===== config.mk =====
export PLATFORM = sky130hd
export DESIGN_NAME = cam_req_sequencer
export DESIGN_NICKNAME = d
export VERILOG_FILES = /design/src/rtl/cam_req_sequencer.sv
export SDC_FILE = /design/constraint.sdc
export NUM_CORES = 1
export LEC_CHECK = 0
export BUFFER_PORTS_ARGS = -buffer_cell sky130_fd_sc_hd__buf_2
export CAP_MARGIN = 20
export CELL_PAD_IN_SITES_DETAIL_PLACEMENT = 1
export CELL_PAD_IN_SITES_GLOBAL_PLACEMENT = 2
export CORE_MARGIN = 4
export CORE_UTILIZATION = 37
export CTS_CLUSTER_SIZE = 40
export DETAILED_ROUTE_END_ITERATION = 12
export PLACE_DENSITY_LB_ADDON = 0.1
export SLEW_MARGIN = 20
export SYNTH_ARGS = -nofsm -noshare
export SYNTH_HDL_FRONTEND = slang
export SYNTH_SLANG_ARGS = --single-unit

===== constraint.sdc =====
create_clock -name clk -period 2.7 [get_ports clk]
set_clock_uncertainty 0.05 [all_clocks]
set_input_delay 0.405 -clock clk [delete_from_list [all_inputs] [get_ports clk]]
set_output_delay 0.405 -clock clk [all_outputs]
set_load 0.01 [all_outputs]

===== src/rtl/cam_req_sequencer.sv =====
// Request front-end for the CAM controller: in-order request FIFO, one strobe per cycle, held read response.
// Latency: a request issues no earlier than the cycle after it is accepted; read response is registered one cycle after the strobe.
// Backpressure: req_ready_o = !full (registered state only); a read head waits while the response slot is occupied.
//
// Ports:
//   clk, rst_n                       clock, async active-low reset
//   req_valid_i/req_ready_o          request handshake; req_write_i, req_key_i, req_val_i carry the request
//   cam_read_o/cam_write_o           single-cycle strobes to the CAM with cam_key_o, cam_val_o
//   cam_hit_i, cam_rdata_i           CAM read result, valid in the same cycle as cam_read_o
//   rsp_valid_o/rsp_ready_i          held read response with rsp_hit_o, rsp_val_o (0 on miss)
//   stat_hits_o, stat_misses_o, stat_writes_o   saturating event counters, present only when CAM_SEQ_STATS_EN is defined
module cam_req_sequencer #(
    parameter int KEY_WIDTH = 16,
    parameter int VAL_WIDTH = 16,
    parameter int DEPTH     = 4
) (
    input  logic                 clk,
    input  logic                 rst_n,
    input  logic                 req_valid_i,
    output logic                 req_ready_o,
    input  logic                 req_write_i,
    input  logic [KEY_WIDTH-1:0] req_key_i,
    input  logic [VAL_WIDTH-1:0] req_val_i,
    output logic                 cam_read_o,
    output logic                 cam_write_o,
    output logic [KEY_WIDTH-1:0] cam_key_o,
    output logic [VAL_WIDTH-1:0] cam_val_o,
    input  logic                 cam_hit_i,
    input  logic [VAL_WIDTH-1:0] cam_rdata_i,
    output logic                 rsp_valid_o,
    input  logic                 rsp_ready_i,
    output logic                 rsp_hit_o,
    output logic [VAL_WIDTH-1:0] rsp_val_o
`ifdef CAM_SEQ_STATS_EN
    ,
    output logic [15:0]          stat_hits_o,
    output logic [15:0]          stat_misses_o,
    output logic [15:0]          stat_writes_o
`endif
);

    localparam int AW = $clog2(DEPTH);

    typedef enum logic [1:0] {IDLE, RUN, STALL} state_t;

    state_t               state;
    state_t               state_nxt;

    // Pointers carry one extra wrap bit so full and empty are distinguishable.
    logic [AW:0]          wptr;
    logic [AW:0]          rptr;
    logic [AW:0]          count;
    logic                 full;
    logic                 push;
    logic                 pop;
    logic                 last;
    logic                 slot_free;

    logic                 mem_wr  [DEPTH];
    logic [KEY_WIDTH-1:0] mem_key [DEPTH];
    logic [VAL_WIDTH-1:0] mem_val [DEPTH];

    logic                 head_wr;
    logic [KEY_WIDTH-1:0] head_key;
    logic [VAL_WIDTH-1:0] head_val;

    assign full        = (wptr[AW] != rptr[AW]) && (wptr[AW-1:0] == rptr[AW-1:0]);
    assign count       = wptr - rptr;
    assign last        = (count == (AW+1)'(1));
    assign req_ready_o = !full;
    assign push        = req_valid_i && !full;
    assign slot_free   = !rsp_valid_o || rsp_ready_i;

    assign head_wr     = mem_wr[rptr[AW-1:0]];
    assign head_key    = mem_key[rptr[AW-1:0]];
    assign head_val    = mem_val[rptr[AW-1:0]];

    // Payload storage needs no reset: it is only observed while the FIFO is non-empty.
    always_ff @(posedge clk) begin
        if (push) begin
            mem_wr[wptr[AW-1:0]]  <= req_write_i;
            mem_key[wptr[AW-1:0]] <= req_key_i;
            mem_val[wptr[AW-1:0]] <= req_val_i;
        end
    end

    always_ff @(posedge clk or negedge rst_n) begin
        if (!rst_n) begin
            wptr  <= '0;
            rptr  <= '0;
            state <= IDLE;
        end else begin
            if (push) wptr <= wptr + (AW+1)'(1);
            if (pop)  rptr <= rptr + (AW+1)'(1);
            state <= state_nxt;
        end
    end

    always_comb begin
        state_nxt   = state;
        cam_read_o  = 1'b0;
        cam_write_o = 1'b0;
        cam_key_o   = '0;
        cam_val_o   = '0;
        pop         = 1'b0;
        case (state)
            IDLE: begin
                if (push) state_nxt = RUN;
            end
            RUN: begin
                cam_key_o = head_key;
                cam_val_o = head_val;
                if (head_wr) begin
                    cam_write_o = 1'b1;
                    pop         = 1'b1;
                end else if (slot_free) begin
                    cam_read_o = 1'b1;
                    pop        = 1'b1;
                end else begin
                    state_nxt = STALL;
                end
                // Draining the last entry with nothing arriving behind it.
                if (pop && last && !push) state_nxt = IDLE;
            end
            STALL: begin
                // Re-issue from RUN once the held response has been taken.
                if (slot_free) state_nxt = RUN;
            end
            default: state_nxt = IDLE;
        endcase
    end

    // A capture on the same edge as a handshake replaces the held response.
    always_ff @(posedge clk or negedge rst_n) begin
        if (!rst_n) begin
            rsp_valid_o <= 1'b0;
            rsp_hit_o   <= 1'b0;
            rsp_val_o   <= '0;
        end else if (cam_read_o) begin
            rsp_valid_o <= 1'b1;
            rsp_hit_o   <= cam_hit_i;
            rsp_val_o   <= cam_hit_i ? cam_rdata_i : '0;
        end else if (rsp_valid_o && rsp_ready_i) begin
            rsp_valid_o <= 1'b0;
        end
    end

`ifdef CAM_SEQ_STATS_EN
    always_ff @(posedge clk or negedge rst_n) begin
        if (!rst_n) begin
            stat_hits_o   <= '0;
            stat_misses_o <= '0;
            stat_writes_o <= '0;
        end else begin
            if (cam_read_o && cam_hit_i && (stat_hits_o != 16'hFFFF))
                stat_hits_o <= stat_hits_o + 16'd1;
            if (cam_read_o && !cam_hit_i && (stat_misses_o != 16'hFFFF))
                stat_misses_o <= stat_misses_o + 16'd1;
            if (cam_write_o && (stat_writes_o != 16'hFFFF))
                stat_writes_o <= stat_writes_o + 16'd1;
        end
    end
`endif

endmodule

Word level (Yosys, flattened, before mapping)
Memory sizes are Yosys's and may differ from the RTL's. Index checks and enable logic that the tools add are counted.

Register bits: 26. Bits in writable memories: 132. Input bits: 54. Output and inout bits: 53. Word-level logic and storage cells: 54. Memories: 3.

$add $sub $neg: 3. Eq/ne operators: 9. Multiplexer cells: 21. Reductions and logical operators: 12.

Memories: mem_key (words 4, width 16, read ports 1, clocked after memory_dff 0, write ports 1, RTL line 60) `logic [KEY_WIDTH-1:0] mem_key [DEPTH];`; mem_val (words 4, width 16, read ports 1, clocked after memory_dff 0, write ports 1, RTL line 61) `logic [VAL_WIDTH-1:0] mem_val [DEPTH];`; mem_wr (words 4, width 1, read ports 1, clocked after memory_dff 0, write ports 1, RTL line 59) `logic mem_wr [DEPTH];`.

Operators with widths (number): $mux 16 (3); $mux 1 (12); $mux 2 (5); $add 3x1->3 const B (2); $ne 3x3->1 const B (2); $pmux 2 s3 (1); $logic_and 1x1->1 (5); $ne 2x2->1 const B (2); $reduce_and 4->1 (1); $eq 3x1->1 const B (1); $logic_not 1->1 (3); $sub 3x3->3 (1); $eq 2x1->1 const B (1); $eq 2x2->1 (1); $eq 2x2->1 const B (1); $logic_not 2->1 (1); $reduce_bool 2->1 (1); $logic_or 1x1->1 (1); $ne 1x1->1 (1).

Depth between registers and ports, before layout
Depth in word-level cells: 9. Depth in mapped cells: 7. Gate-level depth less buffers: 6.

Worst setup path before layout
No wires, ideal clock.

Path type: register to register. From: reg rptr[1]. To: mem mem_key[0][0] (enable). Setup time: 0.393 ns. Arrival: 2.389 ns. Data required time: 2.257 ns. Setup slack: -0.132 ns. Stages on the path, launching flop included: 8. Buffers on the path: 2. Period minus slack after synthesis: 2.832 ns. Path through: dfrtp_1 > buf_2 > buf_1 > inv_1 > ha_1 > nand2_1 > o21a_1 > and2_1.

Word-level cells in the longest chain between the ends: 6.

RTL lines: from (decl) (RTL line 51) `logic [AW:0] rptr;`; from (signal assigned) (RTL line 94) `if (pop) rptr <= rptr + (AW+1)'(1);`; $eq 2x2->1 (RTL line 67) `assign full = (wptr[AW] != rptr[AW]) && (wptr[AW-1:0] == rptr[AW-1:0]);`; $logic_and 1x1->1 (RTL line 67); $logic_not 1->1 (RTL line 71) `assign push = req_valid_i && !full;`; $logic_and 1x1->1 (RTL line 71); $mux 1 (RTL line 80) `if (push) begin`; $mux 1 (implied by the code) (RTL line 82) `mem_key[wptr[AW-1:0]] <= req_key_i;`; to (decl) (RTL line 60).

Every way passes these cells.

Worst setup path after layout
From: reg rptr[0]. To: out cam_key_o[13].

Word-level cells in the longest chain between the ends: 2.

RTL lines: $mem_v2 4x16; $mux 16 (RTL line 106) `case (state)`; to (decl) (RTL line 26) `output logic [KEY_WIDTH-1:0] cam_key_o,`.

Every way passes these cells.

==> results_dict.tcl <==
set metrics [dict create \
    drtAntennaViolNets 0 \
    cellLeakagePower_uw 0.00298 \
    comb_power_share 0.022 \
    worst_setup_path_end_kind "output pin" \
    largest_net_degree_at_the_start_of_global_routing 39 \
    areaGrowthSynthToFinish_pct 24.7 \
    timing.final.crit_period_ps 2430 \
    unrepaired_setup_endpoints_after_global_routing "false" \
    core-area_um2 16700 \
    average_cell_area_after_synthesis_um2 18.8 \
    seqPwrFrac 0.519 \
    worst_slew_pin_slew_ps 650 \
    dominantRegCellSynth "edfxtp_1" \
    hpwl_um 8740 \
    nFillCells 1629 \
    critPathArrivalTime_ps 1980 \
    worst_reg_to_reg_setup_slack_ps 500 \
    critical_path.max_fanout 19 \
    ff_latch_count_synth 158 \
    cp_cell_sequence "buf_12 -> mux4_2 -> nor2b_1 -> buf_2" \
    max-clock-path-buffers 2 \
    report.final.slew_viol_count 0 \
    hp-class "input pin to flip-flop" \
    p_sw_frac 0.191 \
    maxSlewHeadroom 0.567 \
    grtUsageTotal 0.147 \
    die_h_um 139 \
    place.port_buffers 106 \
    cts_made_buffers 17 \
    cp_data_required_time_ps 2250 \
    start_util 0.380 \
    criticalPathCategory "flip-flop to output pin" \
    route.vias.total 3353 \
    yosysWarningCount 0 \
    ioPinCount 107 \
    grt_first_pass_wirelength_um 21800 \
    worstHoldPathCells 1 \
    finalSetupTns_ps 0 \
    final_common_cell "edfxtp_1" \
    die_w_um 139 \
    timing.final.crit_share 0.901 \
    clk_pin_slew_worst_paths_ps 60 \
    cap_viol_max_count 0 \
    postRouteWirelength_um 13500 \
    clock_sinks 158 \
    synth_area_um2 6350 \
    seq_area_frac_synth 0.727 \
    gpl.final_weighted_congestion 0.736 \
    power_uw 5130 \
    synthArstFlopShare 0.165 \
    worstSetupStartpointType "flip-flop" \
    clock_insertion_delay_at_the_later_pin_of_the_skew_report_ps 410 \
    drcViolationCount 0 \
    outcome "completed" \
    cellInternalPower_uw 4150 \
    nets 529 \
    die-area_um2 19300 \
    power.share.clock 0.460 \
    vias_per_cell 4.79 \
    post_drt_wl_per_cell_um 19.3 \
    power.density_cell_area_nw_per_um2 648 \
    grt_pass1_vias 3838 \
    final_core_utilization 0.474 \
    worst_r2r_path_depth 6 \
    synthCells 337 \
    count_of_unique_library_cells_instantiated_by_yosys 33 \
    root_buffer "clkbuf_16" \
    crit_path_top_delay_cell "mux4_2" \
    final_hold_viol_count 0 \
    post_place_setup_slack_ps 382 \
    rows 47 \
    dr.first_iter.drc_count 263 \
    h-tree-depth 4 \
    final_cell_mix "edfxtp_1, buf_2, nor2b_1" \
    report.final.setup_viol 0 \
    worst_slack_setup_final_ps 269 \
    p_switching_uw 980 \
    global_route.overflow_total 0 \
    max_stage_delay_ps 520 \
    synth.net_count 399 \
    insertedDiodeCount 0 \
    post_synth_edffs 132 \
    drt_pre_antenna_iters 4 \
    layout_cells_sized_above_1 0.413 \
    grt_antenna_before_repair 1 \
    max_freq_mhz 411 \
    worst_ir_drop_vdd_v 0.000393 \
    cts_tree "built" \
]
stage by stage:
stage | cell area [µm²] | std cells | hold slack (ps)
3_5_place_dp | 7290 | 662 | 430
5_1_grt | 7920 | 700 | 139
2_1_floorplan | 6350 | 337 | 59.4
3_3_place_gp | 7290 | 662 | 423
6_report | 7920 | 700 | 154
4_1_cts | 7880 | 695 | 140
critical path, delay by kind of cell (launching register included):
kind,cells,cell delay [ps]
and+or+nand+nor,1,150
muxes,1,520
buffers and inverters,2,400
DFF,1,490
area by class of cell:
cell class	count	area, µm²	area share
flip-flops and latches	158	4620	0.583
multi-input cells	141	1570	0.198
repair buffers	127	791	0.0998
clock buffers	21	440	0.0556
well taps	220	275	0.0348
clock inverters	11	141	0.0179
inverters	22	82.6	0.0104
layer usage:
| metal | share of wire | routed length [µm] | track usage |
|---|---|---|---|
| met5 | 0.00052 | 7 | 0 |
| met4 | 0.011 | 148 | 0.0448 |
| met3 | 0.054 | 729 | 0.0414 |
| met2 | 0.50 | 6760 | 0.246 |
| met1 | 0.43 | 5890 | 0.189 |
sequential cells by signal, indices dropped and copies added, names as in the netlist:
name and cells:
mem_key 64, mem_val 64, mem_wr 4, rptr 3, rsp_hit_o 1, rsp_val_o 16, rsp_valid_o 1, state 2
wptr 3
cell usage after synthesis (3+ instances only):
cell / number / area share
and2_1: 3 / 0.0030
dfrtp_1: 26 / 0.10
inv_1: 22 / 0.013
mux2_2: 3 / 0.0053
mux2i_1: 18 / 0.028
buf_2: 4 / 0.0032
edfxtp_1: 132 / 0.62
mux4_2: 33 / 0.12
xnor2_1: 3 / 0.0041
nor2b_1: 34 / 0.033
nand2_1: 19 / 0.011
clkbuf_1: 7 / 0.0041
ha_1: 7 / 0.014
logic make-up (layout without fill, tap and decap cells):
| kind of cell | count (synthesis) | count (layout) | share of synthesized area |
|---|---|---|---|
| adder cells (fa/ha/maj) | 8 | 8 | 0.0169 |
| flip-flops | 158 | 158 | 0.727 |
| AO/OA/AOI/OAI | 8 | 8 | 0.00926 |
| AND/OR/NAND/NOR | 65 | 65 | 0.0579 |
| multiplexers | 54 | 54 | 0.151 |
| buffers and inverters | 38 | 181 | 0.0282 |
| XOR/XNOR | 6 | 6 | 0.0104 |
path summary, 6_finish.rpt:
kind / from / to
worst max-delay path: rptr[0] / cam_key_o[13]
worst min-delay path: req_key_i[5] / mem_key[1][5]
worst max register to register: rptr[0] / mem_val[1][5]
worst min register to register: rsp_hit_o / rsp_hit_o
max in group asynchronous: rst_n / rptr[0]
min in group asynchronous: rst_n / rsp_val_o[15]
what timing repair did:
action | 4_1_cts | 5_1_grt
hold endpoints to repair | 7 | 0
endpoints found under the setup margin | 11 | 3
gates resized for setup | 1 | 0
setup buffers | 0 | 5
pin swaps | 0 | 0
hold buffers | 1 | 0
power by group through the flow:
stage	Clock [µW]	Combinational, µW	Sequential, µW
detailed placement	0	113	2710
CTS	2420	114	2660
global route	2540	127	2660
global placement	0	107	2710
floorplan	0	19.0	2720
finish	2360	111	2660
Note: power is estimated with default switching activity, not from simulation.
